==> src/rtl/knn_local_buf_scan_reader.sv <==
// Scan reader for a single-port local URAM buffer: issues back-to-back reads under a FIFO credit rule
// and streams the words out in order on valid/ready. Optional address wrap via KNN_SCAN_WRAP_EN.
module knn_local_buf_scan_reader #(
  parameter int DataWidth    = 256,
  parameter int AddressRange = 2048,
  parameter int AddressWidth = 11,
  parameter int ReadLatency  = 2,
  parameter int FifoDepth    = 4
) (
  input  logic                    clk,
  input  logic                    reset,
  input  logic                    cmd_valid,
  output logic                    cmd_ready,
  input  logic [AddressWidth-1:0] cmd_addr,
  input  logic [AddressWidth:0]   cmd_len,
  output logic [AddressWidth-1:0] address0,
  output logic                    ce0,
  output logic                    we0,
  output logic [DataWidth-1:0]    d0,
  input  logic [DataWidth-1:0]    q0,
  output logic                    out_valid,
  input  logic                    out_ready,
  output logic [DataWidth-1:0]    out_data,
  output logic                    out_last,
  output logic                    busy,
  output logic                    done,
  output logic                    err
);

  localparam int PW = (FifoDepth > 1) ? $clog2(FifoDepth) : 1;
  localparam int CW = $clog2(FifoDepth + ReadLatency + 1) + 1;

  typedef enum logic [1:0] {S_IDLE, S_ISSUE, S_DRAIN, S_DONE} state_t;

  state_t                  state_q, state_d;
  logic [AddressWidth-1:0] addr_q;
  logic [AddressWidth-1:0] addr_next;
  logic [AddressWidth:0]   rem_q;
  logic                    err_q;
  logic                    cmd_fire;
  logic                    cmd_bad;
  logic                    issue;
  logic                    credit_ok;
  logic [CW-1:0]           inflight;

  logic [ReadLatency-1:0]  vld_p0;
  logic [ReadLatency-1:0]  last_p0;

  logic [DataWidth-1:0]    fifo_data_p1 [FifoDepth];
  logic                    fifo_last_p1 [FifoDepth];
  logic [PW-1:0]           wr_ptr, rd_ptr;
  logic [CW-1:0]           fifo_cnt;
  logic                    push, pop;

  assign cmd_ready = (state_q == S_IDLE) && !reset;
  assign cmd_fire  = cmd_valid && cmd_ready;
  assign busy      = (state_q != S_IDLE);
  assign done      = (state_q == S_DONE);
  assign err       = (state_q == S_DONE) && err_q;
  assign we0       = 1'b0;
  assign d0        = '0;
  assign address0  = addr_q;

`ifdef KNN_SCAN_WRAP_EN
  assign cmd_bad   = ({1'b0, cmd_addr} >= (AddressWidth+1)'(AddressRange)) ||
                     (cmd_len > (AddressWidth+1)'(AddressRange));
  assign addr_next = (addr_q == AddressWidth'(AddressRange - 1)) ? '0 : addr_q + 1'b1;
`else
  logic [AddressWidth+1:0] end_addr;
  assign end_addr  = {2'b00, cmd_addr} + {1'b0, cmd_len};
  assign cmd_bad   = ({1'b0, cmd_addr} >= (AddressWidth+1)'(AddressRange)) ||
                     (end_addr > (AddressWidth+2)'(AddressRange));
  assign addr_next = addr_q + 1'b1;
`endif

  // Credit counts reads still in the memory pipeline plus words parked in the FIFO.
  always_comb begin
    inflight = '0;
    for (int i = 0; i < ReadLatency; i++) begin
      inflight = inflight + CW'(vld_p0[i]);
    end
  end

  assign credit_ok = (inflight + fifo_cnt) < CW'(FifoDepth);
  assign issue     = (state_q == S_ISSUE) && credit_ok;
  assign ce0       = issue;

  assign push      = vld_p0[ReadLatency-1];
  assign out_valid = (fifo_cnt != '0);
  assign pop       = out_valid && out_ready;
  assign out_data  = out_valid ? fifo_data_p1[rd_ptr] : '0;
  assign out_last  = out_valid && fifo_last_p1[rd_ptr];

  always_comb begin
    state_d = state_q;
    case (state_q)
      S_IDLE: begin
        if (cmd_fire) begin
          if (cmd_len == '0)  state_d = S_DONE;
          else if (cmd_bad)   state_d = S_DONE;
          else                state_d = S_ISSUE;
        end
      end
      S_ISSUE: begin
        if (issue && (rem_q == (AddressWidth+1)'(1))) state_d = S_DRAIN;
      end
      S_DRAIN: begin
        if (pop && out_last) state_d = S_DONE;
      end
      S_DONE:  state_d = S_IDLE;
      default: state_d = S_IDLE;
    endcase
  end

  always_ff @(posedge clk) begin
    if (reset) begin
      state_q  <= S_IDLE;
      addr_q   <= '0;
      rem_q    <= '0;
      err_q    <= 1'b0;
      vld_p0   <= '0;
      fifo_cnt <= '0;
      wr_ptr   <= '0;
      rd_ptr   <= '0;
    end else begin
      state_q <= state_d;
      if (cmd_fire) begin
        addr_q <= cmd_addr;
        rem_q  <= cmd_len;
        err_q  <= (cmd_len != '0) && cmd_bad;
      end else if (issue) begin
        addr_q <= addr_next;
        rem_q  <= rem_q - 1'b1;
      end
      for (int i = ReadLatency - 1; i > 0; i--) begin
        vld_p0[i] <= vld_p0[i-1];
      end
      vld_p0[0] <= issue;
      if (push) wr_ptr <= (wr_ptr == PW'(FifoDepth - 1)) ? '0 : wr_ptr + 1'b1;
      if (pop)  rd_ptr <= (rd_ptr == PW'(FifoDepth - 1)) ? '0 : rd_ptr + 1'b1;
      case ({push, pop})
        2'b10:   fifo_cnt <= fifo_cnt + 1'b1;
        2'b01:   fifo_cnt <= fifo_cnt - 1'b1;
        default: fifo_cnt <= fifo_cnt;
      endcase
    end
  end

  // Stage boundary: q0 capture into the output FIFO, last flag travels with the read.
  always_ff @(posedge clk) begin
    for (int i = ReadLatency - 1; i > 0; i--) begin
      last_p0[i] <= last_p0[i-1];
    end
    last_p0[0] <= (rem_q == (AddressWidth+1)'(1));
    if (push) begin
      fifo_data_p1[wr_ptr] <= q0;
      fifo_last_p1[wr_ptr] <= last_p0[ReadLatency-1];
    end
  end

endmodule

==> config.mk <==
export PLATFORM = sky130hd
export DESIGN_NAME = knn_local_buf_scan_reader
export DESIGN_NICKNAME = d
export VERILOG_FILES = /design/src/rtl/knn_local_buf_scan_reader.sv
export SDC_FILE = /design/constraint.sdc
export NUM_CORES = 1
export LEC_CHECK = 0
export ABC_AREA = 1
export ABC_CLOCK_PERIOD_IN_PS = 7400
export BUFFER_PORTS_ARGS = -buffer_cell sky130_fd_sc_hd__buf_2
export CAP_MARGIN = 20
export CORE_AREA = 2 2 320 322
export CTS_CLUSTER_SIZE = 40
export DETAILED_ROUTE_END_ITERATION = 10
export DIE_AREA = 0 0 322 324
export PLACE_DENSITY_LB_ADDON = 0.12
export SYNTH_ARGS = -nofsm -noshare
export SYNTH_HDL_FRONTEND = slang
export SYNTH_SLANG_ARGS = --single-unit
==> constraint.sdc <==
create_clock -name clk -period 7.4 [get_ports clk]
set_input_delay 1.11 -clock clk [delete_from_list [all_inputs] [get_ports clk]]
set_output_delay 1.11 -clock clk [all_outputs]
set_load 0.02 [all_outputs]
==> metrics.log <==
INFO  metric portBuffers = 556
INFO  metric rr_startpoint = fifo_cnt[2]$_SDFFE_PP0P_
INFO  metric post_synth_num_cell_types = 40
INFO  metric hold_depth = 0
INFO  metric mappedNetlistArea = 44,400 µm²
INFO  metric tritoncts_num_sinks = 1,068
INFO  metric setup-violations-final = 0
INFO  metric clk_transition_reported_paths = 0.06 ns
INFO  metric cts-htree-levels = 3
INFO  metric avg_cell_area_syn = 11.9 µm²
INFO  metric setup.worst_path.end_class = output port
INFO  metric postCtsHoldBufs = 0
INFO  metric power.static_leakage = 18.9 nW
INFO  metric grt_start_max_net_pins = 193
INFO  metric gp_congestion = 0.812
INFO  metric detail_route.vias_per_cell = 4.98
INFO  metric yosys-mux-area-fraction = 0%
INFO  metric outcome = finished, final reports clean
INFO  metric cts_max_path_buffers = 3
INFO  metric final.setup_skew = 0.0173 ns
INFO  metric final_critical_path_setup_slack = 2.23 ns
INFO  metric r2r.worst_path.cells = 15
INFO  metric final_hold_viol_count = 0
INFO  metric post-route-min-period = 5.17 ns
INFO  metric number_of_pins_exceeding_their_max_slew_limit_in_the_final_report = 0
INFO  metric worstHoldStart = last_p0[0]$_DFF_P_
INFO  metric cap_violations = 0
INFO  metric rrSetupSlack = 3.81 ns
INFO  metric final.period_utilization = 69.8%
INFO  metric chip_width = 322 µm
INFO  metric die-area = 104,000 µm²
INFO  metric power.combinational.fraction = 38.0%
INFO  metric drc_errors = 0
INFO  metric p_int = 12.0 mW
INFO  metric final_nets = 4,536
INFO  metric synth_top_family_by_area = simple AND/OR/NAND/NOR gates
INFO  metric synth_edf_count = 1,028
INFO  metric tightestPinTransition = 1.15 ns
INFO  metric clock_tree_from_tritoncts = built
INFO  metric synth_compound_gate_area_share = 9.70%
INFO  metric antenna_violating_nets_post_route = 0
INFO  metric setup-tns-final = 0 ns
INFO  metric slew-limit-headroom = 23.2%
INFO  metric worst_setup_path_start_kind = flip-flop
INFO  metric final.hold.worst_slack = 0.329 ns
INFO  metric ys.flop_type = edfxtp_1
INFO  metric first_global_vias = 25,763
INFO  metric inserted_clock_buffers = 112
INFO  metric multi_input_area = 10,600 µm²
INFO  metric grt_antenna_before_repair = 47
INFO  metric dp_hpwl = 63.5 mm
INFO  metric pin_count = 814
INFO  metric drive_above_1_share = 17.6%
INFO  metric synth.yosys.seq_area_share = 71.4%
INFO  metric worst_skew_pair.late_latency = 0.69 ns
INFO  metric power_per_cell_area = 392 nW/µm²
INFO  metric min_delay_path_class = reg -> reg
INFO  metric wirelength_per_cell = 19.9 µm
INFO  metric die_h = 324 µm
INFO  metric net_sw_share = 39.8%
INFO  metric routed-via-count = 28,090
INFO  metric register_bit_count_reported_by_yosys = 1,068
INFO  metric fmax = 0.194 GHz
INFO  metric synthesized_instance_count = 3,733
INFO  metric grt-ovfl-total = 0
INFO  metric critical_path.reg2reg.endpoint = fifo_cnt[3]$_SDFFE_PP0P_
INFO  metric rows = 117
INFO  metric drt_pre_antenna_iters = 5
INFO  metric area.growth.synth_to_final = 14.5%
INFO  metric detailedPlace.worstSlack = 2.87 ns
INFO  metric globalRouteTotalUtil = 20.8%
INFO  metric grt_first_pass_wirelength = 164 mm
INFO  metric pwr-share-seq = 35.1%
INFO  metric proportion_of_synthesized_flip_flops_having_asynchronous_set_or_reset = 0%
INFO  metric critPathKind = reg -> out
INFO  metric unrepaired_setup_endpoints_after_global_routing = no
INFO  metric wirelength = 112 mm
INFO  metric hold_endpoint = last_p0[1]$_DFF_P_
INFO  metric power.ir.vdd_worst = 0.361 mV
INFO  metric cp_data_required_time = 6.29 ns
INFO  metric clkPwrFrac = 26.9%
INFO  metric clk_root_buffer_cell = clkbuf_16
INFO  metric synth.yosys.warnings = 0
INFO  metric area.sequential = 31,700 µm²
INFO  metric totalPowerFinal = 19.9 mW
INFO  metric critPathArrivalTime = 4.06 ns
INFO  metric simple_gate_area_share_of_the_yosys_netlist = 10.7%
INFO  metric post_cts.repair.setup_buffers = 0
INFO  metric cts.repair.resized = 0
INFO  metric p_switching = 7.94 mW
INFO  metric final.fill_count = 8,897
INFO  metric floorplan.initialDensity = 43.9%
INFO  metric critPathMaxFanout = 171
INFO  metric initialDrtViolationCount = 1,860
INFO  metric synth_xor_area_share = 0.316%
INFO  metric floorplan.core_area = 101,000 µm²
INFO  metric yosys.area_share.adder = 0.880%
-- critical path, stage by stage (launching register included) --
cell and delay (ns):
dfxtp_4 0.39, buf_12 0.62, buf_4 0.93, nor2_1 0.11, nor2_1 0.11, o21ai_0 0.10, a21oi_1 0.68, buf_2 0.32
-- sequential cells by signal, summed over array words and instances, names as in the netlist, named ones only --
name          flops
rd_ptr            2
fifo_data_p1   1024
vld_p0            2
fifo_cnt          4
state_q           2
last_p0           2
rem_q            12
err_q             1
fifo_last_p1      4
wr_ptr            2
address0         11
-- cell type report --
type                            instances  area share, %
Antenna cell                           13         0.0640
Clock buffer                          143           5.87
Clock inverter                         65           1.01
Inverter                               72          0.620
Multi-Input combinational cell       2384           20.8
Sequential cell                      1068           62.3
Tap cell                             1309           3.22
Timing Repair Buffer                  585           6.11
-- logic make-up (layout without fill, tap and decap cells) --
logic type | count (synthesis) | count (layout)
AO/OA/AOI/OAI | 845 | 845
XOR/XNOR | 16 | 16
adder cells (fa/ha/maj) | 30 | 30
buffers and inverters | 537 | 865
flip-flops | 1068 | 1068
other | 1 | 270
AND/OR/NAND/NOR | 1236 | 1236
-- stage by stage --
step,area (µm²),instances,utilization [%]
after floorplan,45300,3989,-
after global placement,47300,5417,46.8
after detailed placement,47300,5417,46.8
after CTS,50800,5625,50.3
after global routing,50800,5633,50.3
final,50800,5639,50.3
-- power groups by stage --
| stage | clock [mW] | combinational, mW | sequential [mW] |
|---|---|---|---|
| after floorplan | 0 | 5.05 | 7.11 |
| after global placement | 0 | 7.65 | 7.12 |
| after detailed placement | 0 | 7.67 | 7.12 |
| after CTS | 5.49 | 7.71 | 7.00 |
| after global routing | 5.72 | 8.33 | 7.01 |
| final | 5.36 | 7.57 | 7.00 |
-- Yosys cell counts, drive strengths merged, types with 2 or more instances --
master / instances / area share (%)
nor3: 7 / 0.10
ha: 28 / 0.79
buf: 358 / 5.5
fa: 2 / 0.090
or2: 2 / 0.028
o211ai: 2 / 0.034
a31oi: 6 / 0.085
o21ai: 538 / 6.1
nand2: 116 / 1.0
clkbuf: 107 / 0.90
edfxtp: 1028 / 70
nor2: 1073 / 9.1
o221ai: 7 / 0.14
a21oi: 285 / 3.2
nand4: 5 / 0.070
xor2: 11 / 0.22
o22ai: 2 / 0.028
inv: 72 / 0.61
nand3b: 3 / 0.051
nor4: 3 / 0.042
xnor2: 5 / 0.099
nand3: 27 / 0.30
a221oi: 3 / 0.059
dfxtp: 40 / 1.8
-- worst max path at each step --
| stage | start | to | slack [ns] |
|---|---|---|---|
| floorplan | wr_ptr[0]$_SDFFE_PP0P_ | fifo_data_p1[3][0]$_DFFE_PP_ | 1.22 |
| global placement | flip-flop | out_data[7] | 2.86 |
| detailed placement | flip-flop | out_data[7] | 2.87 |
| CTS | flip-flop | out_data[7] | 2.10 |
| global route | flip-flop | out_data[7] | 1.92 |
| finish | flip-flop | out_data[7] | 2.23 |
-- placed cells by master, fill, tap and decap left out, drive strengths merged, types with 13 or more instances in the layout --
cell	count
o21ai	538
edfxtp	1028
diode	13
clkbuf	143
ha	28
buf	585
nand3	27
inv	77
clkinv	48
nor2	1073
conb	257
nand2	116
dfxtp	40
a21oi	285
-- layer usage --
layer	routed length, µm	part of all wire, %	GRT usage (%)
met1	45200	40	25.5
met2	55900	50	35.5
met3	8070	7.2	5.97
met4	2780	2.5	6.30
met5	241	0.21	0
No activity file was read; power rests on OpenSTA's default activity.
